## src/rtl/i2c_apb_regfile.sv

```systemverilog
// APB register file and show-ahead TX FIFO feeding an i2c_controller.
// CTRL/ADDR/STATUS registers plus a DEPTH-entry byte FIFO; the controller
// sees the FIFO head on data_in and consumes it with a one-cycle tx_pop.
module i2c_apb_regfile #(
    parameter int DEPTH = 4
) (
    input  logic       core_clk,
    input  logic       rst_n,
    input  logic       psel,
    input  logic       penable,
    input  logic       pwrite,
    input  logic [7:0] paddr,
    input  logic [7:0] pwdata,
    output logic [7:0] prdata,
    output logic       pready,
    output logic       pslverr,
    input  logic       tx_pop,
    output logic       enable,
    output logic [7:0] slave_address,
    output logic [7:0] data_in,
    output logic       repeated_start_cond
);

    localparam int PW = (DEPTH > 1) ? $clog2(DEPTH) : 1;
    localparam int CW = PW + 1;

    localparam logic [7:0] A_CTRL   = 8'h00;
    localparam logic [7:0] A_ADDR   = 8'h04;
    localparam logic [7:0] A_TXDATA = 8'h08;
    localparam logic [7:0] A_STATUS = 8'h0C;

    // Count shown in STATUS[7:4] saturates at 15 for deep FIFOs.
    function automatic logic [3:0] sat_cnt(input logic [CW-1:0] c);
        logic [31:0] v;
        v = 32'(c);
        return (v > 32'd15) ? 4'hF : v[3:0];
    endfunction

    logic          ctrl_en_q, ctrl_en_d;
    logic          ctrl_rs_q, ctrl_rs_d;
    logic [7:0]    addr_q, addr_d;
    logic          ovf_q, ovf_d;
    logic [PW-1:0] wr_ptr_q, wr_ptr_d;
    logic [PW-1:0] rd_ptr_q, rd_ptr_d;
    logic [CW-1:0] cnt_q, cnt_d;
    logic          enable_q, enable_d;
    logic          rstart_q, rstart_d;
    logic [7:0]    mem_q [DEPTH];
    logic [7:0]    mem_d [DEPTH];

    logic access, wr_acc, addr_ok;
    logic sel_ctrl, sel_addr, sel_tx, sel_stat;
    logic empty, full, pop_ok, push_req, push_drop, push_ok, flush;
    logic [7:0] status;

    // APB decode and FIFO push/pop arbitration for the current cycle.
    always_comb begin
        access    = psel & penable;
        wr_acc    = access & pwrite;
        sel_ctrl  = (paddr == A_CTRL);
        sel_addr  = (paddr == A_ADDR);
        sel_tx    = (paddr == A_TXDATA);
        sel_stat  = (paddr == A_STATUS);
        addr_ok   = sel_ctrl | sel_addr | sel_tx | sel_stat;
        empty     = (cnt_q == '0);
        full      = (cnt_q == CW'(DEPTH));
        // A pop against an empty FIFO is ignored, including when a push
        // arrives in the same cycle.
        pop_ok    = tx_pop & ~empty;
        push_req  = wr_acc & sel_tx;
        // A full FIFO only accepts a push if a byte leaves in the same cycle.
        push_drop = push_req & full & ~pop_ok;
        push_ok   = push_req & ~push_drop;
        flush     = wr_acc & sel_ctrl & pwdata[7];
        status    = {sat_cnt(cnt_q), 1'b0, ovf_q, full, empty};
    end

    // APB response: zero wait states, reads straight from register state.
    always_comb begin
        pready  = access;
        pslverr = access & (~addr_ok | push_drop);
        prdata  = 8'h00;
        if (access) begin
            if (sel_ctrl)      prdata = {6'b0, ctrl_rs_q, ctrl_en_q};
            else if (sel_addr) prdata = addr_q;
            else if (sel_stat) prdata = status;
        end
    end

    // Next-state for registers, FIFO storage and controller-facing outputs.
    always_comb begin
        ctrl_en_d = ctrl_en_q;
        ctrl_rs_d = ctrl_rs_q;
        addr_d    = addr_q;
        ovf_d     = ovf_q;
        wr_ptr_d  = wr_ptr_q;
        rd_ptr_d  = rd_ptr_q;
        cnt_d     = cnt_q;
        mem_d     = mem_q;
        if (wr_acc & sel_ctrl) begin
            ctrl_en_d = pwdata[0];
            ctrl_rs_d = pwdata[1];
        end
        if (wr_acc & sel_addr) addr_d = pwdata;
        if (push_drop)
            ovf_d = 1'b1;
        else if (wr_acc & sel_stat & pwdata[2])
            ovf_d = 1'b0;
        // Flush wins over any pop in the same cycle.
        if (flush) begin
            wr_ptr_d = '0;
            rd_ptr_d = '0;
            cnt_d    = '0;
        end else begin
            if (push_ok) begin
                mem_d[wr_ptr_q] = pwdata;
                wr_ptr_d        = wr_ptr_q + PW'(1);
            end
            if (pop_ok) rd_ptr_d = rd_ptr_q + PW'(1);
            cnt_d = cnt_q + CW'(push_ok) - CW'(pop_ok);
        end
        enable_d = ctrl_en_q & ~empty;
        rstart_d = ctrl_rs_q;
    end

    // Control state with asynchronous reset.
    always_ff @(posedge core_clk or negedge rst_n) begin
        if (!rst_n) begin
            ctrl_en_q <= 1'b0;
            ctrl_rs_q <= 1'b0;
            addr_q    <= 8'h00;
            ovf_q     <= 1'b0;
            wr_ptr_q  <= '0;
            rd_ptr_q  <= '0;
            cnt_q     <= '0;
            enable_q  <= 1'b0;
            rstart_q  <= 1'b0;
        end else begin
            ctrl_en_q <= ctrl_en_d;
            ctrl_rs_q <= ctrl_rs_d;
            addr_q    <= addr_d;
            ovf_q     <= ovf_d;
            wr_ptr_q  <= wr_ptr_d;
            rd_ptr_q  <= rd_ptr_d;
            cnt_q     <= cnt_d;
            enable_q  <= enable_d;
            rstart_q  <= rstart_d;
        end
    end

    // FIFO byte storage; contents are only meaningful under the count.
    always_ff @(posedge core_clk) begin
        mem_q <= mem_d;
    end

    assign enable              = enable_q;
    assign repeated_start_cond = rstart_q;
    assign slave_address       = addr_q;
    assign data_in             = empty ? 8'h00 : mem_q[rd_ptr_q];

endmodule

```

## config.mk

```make
export PLATFORM = sky130hd
export DESIGN_NAME = i2c_apb_regfile
export DESIGN_NICKNAME = d
export VERILOG_FILES = /design/src/rtl/i2c_apb_regfile.sv
export SDC_FILE = /design/constraint.sdc
export NUM_CORES = 1
export LEC_CHECK = 0
export CAP_MARGIN = 20
export CORE_MARGIN = 2
export CORE_UTILIZATION = 35
export DETAILED_ROUTE_END_ITERATION = 7
export SYNTH_ARGS = -nofsm -noshare
export SYNTH_HDL_FRONTEND = slang
export SYNTH_SLANG_ARGS = --single-unit
```

## constraint.sdc

```tcl
create_clock -name core_clk -period 3.4 [get_ports core_clk]
set_input_delay 0.51 -clock core_clk [delete_from_list [all_inputs] [get_ports core_clk]]
set_output_delay 0.51 -clock core_clk [all_outputs]
set_load 0.01 [all_outputs]
```

==> flow_summary_export.csv, run 1 <==
group,metric,value,unit
outcome,status,"completed",
timing,fin_crit,3010,ps
die,ioPinCount,50,
global_route,grt_pass1_wl,7.77,mm
clock_tree,path_clk_slew,80,ps
timing,finalSetupViolCount,0,
timing,rsz0062_at_grt,"no",
global_route,grt_pass1_vias,1538,
die,die-area,0.00746,mm²
final_layout,drive_gt1_share,16.1,%
global_route,grt_max_degree,21,
min_path,hold_path_class,"reg2reg",
timing,slew-limit-headroom,36.3,%
clock_tree,clockBufferDepth,2,
clock_tree,cts_sinks,52,
place,place_congestion,0.762,
timing,fin_ws,393,ps
final_layout,area_growth,29.2,%
global_route,grt_antenna_before_repair,0,
setup_path,cp_data_required_time,2890,ps
drt,routedWlPerCell,16.0,µm
synth,ys_warn_count,0,
clock_tree,cts_hold_buf,0,
timing,finalSetupTns,0,ps
drt,dr_wl_met3,220,µm
die,start_util,35.5,%
clock_tree,cts_buffers,5,
drt,drt_first_iter_violations,62,
setup_path,critPathCapture,"prdata[7]",
setup_path,rr_startpoint,"cnt_q[1]$_DFF_PN0_",
pwr,leakage,1.14,nW
timing,slew_viol_final,0,
synth,yosysUniqueCellTypes,36,
synth,muxShareOfSynthArea,14.5,%
drt,wl,4.66,mm
synth,synthArstFlopShare,38.5,%
pwr,powerDensity,552,mW/mm²
final_layout,instances_no_fill,291,
min_path,hp-start,"ctrl_rs_q$_DFFE_PN0P_",
synth,synth_seq_area_share,61.6,%
die,die_width,86.4,µm
setup_path,cp-end-kind,"output pin",
setup_path,path_class,"in2out",
clock_tree,worst_skew_pair.late_latency,300,ps
synth,synth_xor_area_share,1.48,%
global_route,grt_usage,13.8,%
synth,synthCells,157,
clock_tree,cts_resized,0,
final_layout,nets,239,
setup_path,timing.rr.end,"cnt_q[2]$_DFF_PN0_",
flow_run,drv_cap,0,
timing,timing.hold.ws,408,ps
clock_tree,post-cts-setup-buffers,0,
global_route,grt-ovfl-total,0,
drt,met1_length,2.20,mm
synth,synth_nets,186,
synth,synth_edf_count,32,
drt,drc,0,
clock_tree,htreeDepth,2,
place,dp_hpwl,3.40,mm
drt,vias_per_cell,4.96,
timing,fmax,333,MHz
die,num_rows,30,
die,core_area,0.00668,mm²
setup_path,crit_start,"paddr[1]",
synth,synth_top_family_by_area,"multiplexers",
timing,skew,7.87,ps
setup_path,crit_path_start_kind,"input pin",
drt,wl_met2,2.15,mm
synth,synthSimpleGateAreaFrac,12.7,%
synth,netlist_area,0.00237,mm²
synth,ys.flop_type,"edfxtp_1",
setup_path,arrival,2500,ps
synth,synth_fa_ha_area_share,4.01,%
place,placed_area,0.00296,mm²
place,port_buffers,49,
final_layout,fin_area,0.00307,mm²
timing,hold_violations,0,
timing,fin_crit_sh,88.4,%
drt,drt_first_pass_iters,4,
synth,synth_compound_area_share,3.11,%
place,detailedPlace.worstSlack,257,ps
synth,syn_area_per_cell,15.1,µm²
setup_path,r2r_setup_slack,850,ps
pwr,vdd_ir_drop_max,227,µV
setup_path,crit_fanout,6,
drt,dr.max_layer_used,"met4",
clock_tree,cts.root.buffer_cell,"clkbuf_8",
die,die_y,86.4,µm
synth,ys_seq_elements,52,
final_layout,antennaDiodeCount,0,
pwr,fin_total_pwr,1.69,mW
clock_tree,cts_tree,"built",
drt,dr_total_vias,1442,
setup_path,ff2ff_path_depth,11,
final_layout,post-route-util,45.9,%
timing,worst-slew-pin-transition,953,ps
place,dpl.cell_count,283,
drt,ant_nets,0,
==> worst max-delay path, stage by stage <==
cell,delay [ps]
clkdlybuf4s50_1,440
nor4_4,400
nand3_1,310
nor3b_1,270
clkdlybuf4s50_1,570
==> cell usage in the layout (no fill, tap or decap), types with 3 or more instances in the layout <==
master,synthesis,layout
buf_4,0,3
mux2i_1,3,3
clkbuf_8,0,5
mux4_2,8,8
dfrtp_1,20,20
inv_1,8,8
nor2b_1,11,11
clkdlybuf4s50_1,0,49
nor2_1,11,11
mux2_2,12,12
edfxtp_1,32,32
nor3b_1,3,3
nand2_1,5,5
and2_1,6,6
ha_1,6,6
==> synthesized netlist by cell type (all sizes together), types with 2 or more instances <==
cell type	n	area, µm²
clkbuf	3	11.3
a21oi	2	10.0
mux2	12	135
ha	6	75.1
nor2b	11	68.8
and2	6	37.5
dfrtp	20	500
edfxtp	32	961
xor2	2	17.5
a31oi	2	12.5
a22oi	2	15.0
xnor2	2	17.5
nor3b	3	22.5
mux4	8	180
nor2	11	41.3
and4b	2	20.0
nand2	5	18.8
mux2i	3	30.0
inv	8	30.0
buf	3	20.0
==> cell families after synthesis <==
family                   after synthesis
AO/OA/AOI/OAI                         10
adder cells (fa/ha/maj)                7
flip-flops                            52
XOR/XNOR                               4
multiplexers                          23
buffers and inverters                 14
AND/OR/NAND/NOR                       47
==> registers in the layout (all words and copies together) (netlist names) <==
name / count
ovf_q: 1
ctrl_en_q: 1
mem_q: 32
ctrl_rs_q: 1
slave_address: 8
rd_ptr_q: 2
wr_ptr_q: 2
repeated_start_cond: 1
cnt_q: 3
enable: 1
==> per-layer routing <==
| layer | vias to the layer above | GRT usage, % |
|---|---|---|
| li1 | 682 | - |
| met1 | 707 | 18.8 |
| met2 | 44 | 21.5 |
| met3 | 9 | 3.24 |
| met4 | 0 | 5.40 |
| met5 | - | 0 |
==> worst min path at each step <==
stage / end / slack, ps / cells after the start
global route: repeated_start_cond$_DFF_PN0_ / 450 / 0
detailed placement: repeated_start_cond$_DFF_PN0_ / 400 / 0
finish: repeated_start_cond$_DFF_PN0_ / 410 / 0
CTS: repeated_start_cond$_DFF_PN0_ / 420 / 0
floorplan: cnt_q[0]$_DFF_PN0_ / 210 / 0
global placement: repeated_start_cond$_DFF_PN0_ / 400 / 0
==> layout make-up <==
class | instances | area, µm²
Fill cell | 638 | 3610
Sequential cell | 52 | 1460
Multi-Input combinational cell | 91 | 851
Timing Repair Buffer | 52 | 513
Tap cell | 80 | 100
Clock buffer | 5 | 68.8
Clock inverter | 3 | 42.5
Inverter | 8 | 30.0
==> report_power, final <==
part,switching (mW),internal (mW)
combinational,0.172,0.311
sequential,0.0932,0.706
clock,0.194,0.218
Note: power is estimated with default switching activity, not from simulation.
==> run 2: changes to the inputs <==
--- a/config.mk
+++ b/config.mk
@@ -7,8 +7,9 @@
 export LEC_CHECK = 0
 export CAP_MARGIN = 20
 export CORE_MARGIN = 2
-export CORE_UTILIZATION = 35
+export CORE_UTILIZATION = 50
 export DETAILED_ROUTE_END_ITERATION = 7
+export PLACE_DENSITY = 0.79
 export SYNTH_ARGS = -nofsm -noshare
 export SYNTH_HDL_FRONTEND = slang
 export SYNTH_SLANG_ARGS = --single-unit
==> run 2 against run 1 <==
Worst setup slack got worse by 27 ps; die area decreased by 29%; hold slack improved by 16 ps; cell area down 1.2%; clock power barely moved; largest cell class unchanged; largest power group unchanged; highest routed layer unchanged.
==> flow_summary_export.csv, run 2 (same netlist as run 1, synthesis figures left out) <==
group,metric,value,unit
final_layout,top_register,"mem_q",
flow_run,drv_cap,0,
final_layout,nets,239,
final_layout,multi_input_area,851,µm²
timing,rsz0062_at_grt,"no",
setup_path,slowest_delay,570,ps
clock_tree,cts_buffers,5,
min_path,hold_path_class,"reg2reg",
setup_path,path_class,"in2out",
final_layout,area_growth,27.7,%
setup_path,arrival,2520,ps
place,dpl.cell_count,257,
clock_tree,htreeDepth,2,
final_layout,drive_gt1_share,16.1,%
timing,finalSetupTns,0,ps
min_path,min_path_cells,0,
clock_tree,clockBufferDepth,2,
final_layout,fin_area,0.00303,mm²
clock_tree,cts_sinks,52,
clock_tree,worst_skew_pair.late_latency,310,ps
final_layout,regArea,0.00146,mm²
place,dp_hpwl,3.65,mm
clock_tree,post-cts-setup-buffers,0,
timing,fin_crit_sh,89.2,%
clock_tree,cts_tree,"built",
drt,dr_total_vias,1499,
clock_tree,cts_resized,0,
die,start_util,50.9,%
pwr,powerDensity,564,mW/mm²
die,die-area,0.00531,mm²
timing,skew,13.7,ps
die,ioPinCount,50,
die,die_y,72.9,µm
final_layout,instances_no_fill,265,
place,port_buffers,49,
global_route,grt_pass1_vias,1626,
drt,drt_first_pass_iters,4,
timing,fin_crit,3030,ps
global_route,grt_antenna_before_repair,0,
timing,fmax,330,MHz
timing,hold_violations,0,
global_route,grt_pass1_wl,7.98,mm
setup_path,crit_chain,"clkdlybuf4s50_1, nor4_4, nand3_1, nor3b_1, clkdlybuf4s50_1",
die,core_area,0.00466,mm²
timing,slew-limit-headroom,33.3,%
drt,drt_first_iter_violations,108,
setup_path,crit_path_start_kind,"input pin",
place,place_congestion,0.869,
final_layout,fill_cells,345,
setup_path,crit_fanout,6,
clock_tree,path_clk_slew,90,ps
timing,finalSetupViolCount,0,
global_route,grt_usage,20.8,%
setup_path,path_common_cell,"clkdlybuf4s50_1",
drt,routedWlPerCell,18.8,µm
setup_path,cp-end-kind,"output pin",
drt,drc,0,
drt,wl,4.99,mm
global_route,grt_max_degree,21,
pwr,leakage,1.14,nW
setup_path,ff2ff_path_depth,11,
global_route,grt-ovfl-total,0,
die,die_width,72.9,µm
clock_tree,cts.root.buffer_cell,"clkbuf_8",
drt,vias_per_cell,5.66,
clock_tree,cts_hold_buf,0,
setup_path,crit_slowest_cell,"clkdlybuf4s50_1",
final_layout,largest_reg_flops,32,
final_layout,final_common_cell,"clkdlybuf4s50_1",
pwr,vdd_ir_drop_max,230,µV
timing,worst-slew-pin-transition,997,ps
timing,slew_viol_final,0,
final_layout,antennaDiodeCount,0,
setup_path,cp_data_required_time,2890,ps
drt,ant_nets,0,
place,placed_area,0.00292,mm²
die,num_rows,25,
outcome,status,"completed",
final_layout,layout_common_cells,"clkdlybuf4s50_1 (49), edfxtp_1 (32), dfrtp_1 (20)",
==> run 2: final cells by class <==
cell class,count,area share [%]
Inverter,8,0.991
Multi-Input combinational cell,91,28.1
Timing Repair Buffer,52,16.9
Clock inverter,2,1.16
Clock buffer,6,2.39
Tap cell,54,2.23
Sequential cell,52,48.2
==> run 2: where the power goes <==
group,switching [mW],total (mW),internal [mW]
Combinational,0.182,0.494,0.313
Clock,0.192,0.411,0.218
Sequential,0.0990,0.805,0.706
==> run 2: critical path: cells and delay by family <==
| family | cells | cell delay [ps] |
|---|---|---|
| AND/OR/NAND/NOR | 3 | 1000 |
| buffers and inverters | 2 | 1010 |
==> run 2: final timing paths <==
kind | startpoint | to | slack (ps)
worst max-delay path | paddr[1] | prdata[3] | 370
worst min-delay path | ctrl_rs_q$_DFFE_PN0P_ | repeated_start_cond$_DFF_PN0_ | 420
worst max register to register | cnt_q[1]$_DFF_PN0_ | cnt_q[2]$_DFF_PN0_ | 690
worst min register to register | ctrl_rs_q$_DFFE_PN0P_ | repeated_start_cond$_DFF_PN0_ | 420
max in group asynchronous | rst_n | slave_address[2]$_DFFE_PN0P_ | 2040
min in group asynchronous | rst_n | repeated_start_cond$_DFF_PN0_ | 740
==> run 2: per-stage QoR <==
step	setup slack, ps	total power, mW	hold slack [ps]	util, %
6_report	367	1.71	424	65.0
5_1_grt	216	1.80	444	65.0
4_1_cts	337	1.73	428	65.0
3_5_place_dp	159	1.32	399	62.7
3_3_place_gp	324	1.29	406	62.7
2_1_floorplan	792	1.09	214	-
==> run 2: metal layers <==
metal	GRT usage, %	vias up	routed length, µm
met4	10.9	0	182
li1	-	688	-
met1	25.8	737	2080
met2	35.4	59	2520
met3	3.04	15	203
met5	0	-	0
==> run 3: changes to the inputs <==
==> constraint.sdc (replaced) <==
create_clock -name core_clk -period 3.7 [get_ports core_clk]
set_input_delay 0.555 -clock core_clk [delete_from_list [all_inputs] [get_ports core_clk]]
set_output_delay 0.555 -clock core_clk [all_outputs]
set_load 0.01 [all_outputs]
==> run 3 against run 2 <==
Clock skew shrank 6.4 ps; first-iteration DRC count shrank 39%; via count shrank 1.3%; critical path depth stayed put; wire length down 4.5%; cell area decreased by 0.25%; power down 8.6%; clock power fell by 8.8%; global-route usage is 1.1 points lower; sequential share of layout area rose by 0.12 points; hold slack lost 3.8 ps; flip-flop and latch count is the same; highest routed layer unchanged.
==> flow_summary_export.csv, run 3 (same netlist as run 1, synthesis figures left out) <==
group,metric,value,unit
pwr,vdd_ir_drop_max,249,µV
final_layout,antennaDiodeCount,0,
pwr,clockPowerShare,24.0,%
timing,slew_viol_final,0,
die,start_util,50.9,%
final_layout,drive_gt1_share,15.7,%
clock_tree,cts_resized,0,
setup_path,arrival,2580,ps
pwr,power_frac_seq,46.8,%
clock_tree,cts_sinks,52,
clock_tree,cts_buffers,5,
timing,skew,7.32,ps
die,core_area,0.00466,mm²
place,detailedPlace.worstSlack,487,ps
place,dp_hpwl,3.57,mm
final_layout,final_common_cell,"clkdlybuf4s50_1",
drt,drc,0,
setup_path,rr_startpoint,"cnt_q[1]$_DFF_PN0_",
die,num_rows,25,
final_layout,post-route-util,64.9,%
global_route,use_met1,25.5,%
setup_path,crit_fanout,6,
global_route,met3_usage,5.39,%
pwr,powerDensity,517,mW/mm²
pwr,fin_total_pwr,1.56,mW
setup_path,timing.rr.end,"cnt_q[2]$_DFF_PN0_",
setup_path,path_class,"in2out",
clock_tree,htreeDepth,2,
setup_path,cp-end-kind,"output pin",
setup_path,crit_chain,"clkdlybuf4s50_1, nor4_4, nand3_1, nor3b_1, clkdlybuf4s50_1",
global_route,grt_pass1_vias,1524,
timing,finalSetupViolCount,0,
global_route,grt_antenna_before_repair,0,
clock_tree,cts_tree,"built",
pwr,netSwitchingFraction,27.3,%
setup_path,cp_data_required_time,3140,ps
drt,vias_per_cell,5.60,
clock_tree,worst_skew_pair.late_latency,300,ps
global_route,grt_max_degree,21,
timing,fin_crit_sh,84.8,%
timing,hold_violations,0,
setup_path,crit_path_start_kind,"input pin",
clock_tree,post-cts-setup-buffers,0,
drt,dr_total_vias,1479,
timing,fin_crit,3140,ps
outcome,status,"completed",
setup_path,ff2ff_path_depth,10,
final_layout,largest_reg_flops,32,
timing,slew-limit-headroom,36.0,%
drt,drt_first_pass_iters,4,
pwr,power_frac_comb,29.2,%
place,placed_area,0.00292,mm²
setup_path,r2r_setup_slack,1030,ps
drt,routedWlPerCell,18.0,µm
die,ioPinCount,50,
setup_path,slowest_delay,570,ps
setup_path,crit_slowest_cell,"clkdlybuf4s50_1",
global_route,grt-ovfl-total,0,
final_layout,top_register,"mem_q",
global_route,met2_usage,31.7,%
timing,worst-slew-pin-transition,956,ps
place,port_buffers,49,
die,die-area,0.00531,mm²
final_layout,area_growth,27.4,%
pwr,leakage,1.13,nW
clock_tree,cts_hold_buf,0,
final_layout,nets,238,
drt,drt_first_iter_violations,66,
drt,wl,4.76,mm
min_path,min_path_cells,0,
place,place_congestion,0.863,
global_route,grt_usage,19.7,%
timing,fmax,319,MHz
drt,ant_nets,0,
final_layout,fin_area,0.00302,mm²
timing,finalSetupTns,0,ps
min_path,hp-start,"ctrl_rs_q$_DFFE_PN0P_",
die,die_y,72.9,µm
global_route,grt_pass1_wl,7.56,mm
flow_run,drv_cap,0,
die,die_width,72.9,µm
setup_path,path_common_cell,"clkdlybuf4s50_1",
clock_tree,path_clk_slew,90,ps
min_path,hold_end,"repeated_start_cond$_DFF_PN0_",
clock_tree,cts.root.buffer_cell,"clkbuf_8",
timing,fin_ws,561,ps
timing,rsz0062_at_grt,"no",
global_route,grt.busiest_layer,"met2",
final_layout,layout_common_cells,"clkdlybuf4s50_1 (49), edfxtp_1 (32), dfrtp_1 (20)",
clock_tree,clockBufferDepth,2,
pwr,switchingPower,0.428,mW
min_path,hold_path_class,"reg2reg",
pwr,p_int,1.14,mW
==> run 3: cell types whose count changed in the layout (fill, tap and decap cells not counted), sizes merged <==
cell | before | now
buf | 3 | 2
==> run 3: area by class of cell <==
type,count,area (µm²)
Timing Repair Buffer,51,505
Sequential cell,52,1460
Clock buffer,6,72.6
Inverter,8,30.0
Tap cell,54,67.6
Clock inverter,2,35.0
Multi-Input combinational cell,91,851
Fill cell,327,1640
==> run 3: routing by layer <==
layer	wire, µm	up-vias
li1	-	680
met1	2080	735
met2	2330	55
met3	255	9
met4	104	0
met5	0	-
==> run 3: power groups by stage <==
stage	registers (mW)	logic [mW]	clock network [mW]
6_report	0.732	0.456	0.375
3_5_place_dp	0.749	0.459	0
2_1_floorplan	0.688	0.309	0
5_1_grt	0.744	0.493	0.407
4_1_cts	0.735	0.461	0.381
3_3_place_gp	0.742	0.441	0
==> run 3: critical path: cells and delay by family <==
family                 cells  cell delay (ps)
and+or+nand+nor            3             1020
buffers and inverters      2             1010
==> run 3: metrics by stage <==
step           instances  hold WS, ps
4_1_cts              264          430
5_1_grt              264          440
3_5_place_dp         256          413
2_1_floorplan        157          259
3_3_place_gp         256          406
6_report             264          421
==> run 3: worst max path at each step <==
stage / slack (ps) / depth (start not counted) / startpoint / endpoint
global placement: 580 / 12 / paddr[1] / cnt_q[2]$_DFF_PN0_
global route: 420 / 5 / paddr[1] / prdata[3]
floorplan: 1050 / 12 / paddr[1] / cnt_q[2]$_DFF_PN0_
finish: 560 / 5 / paddr[1] / prdata[3]
detailed placement: 490 / 12 / paddr[1] / cnt_q[2]$_DFF_PN0_
CTS: 540 / 5 / paddr[1] / prdata[3]
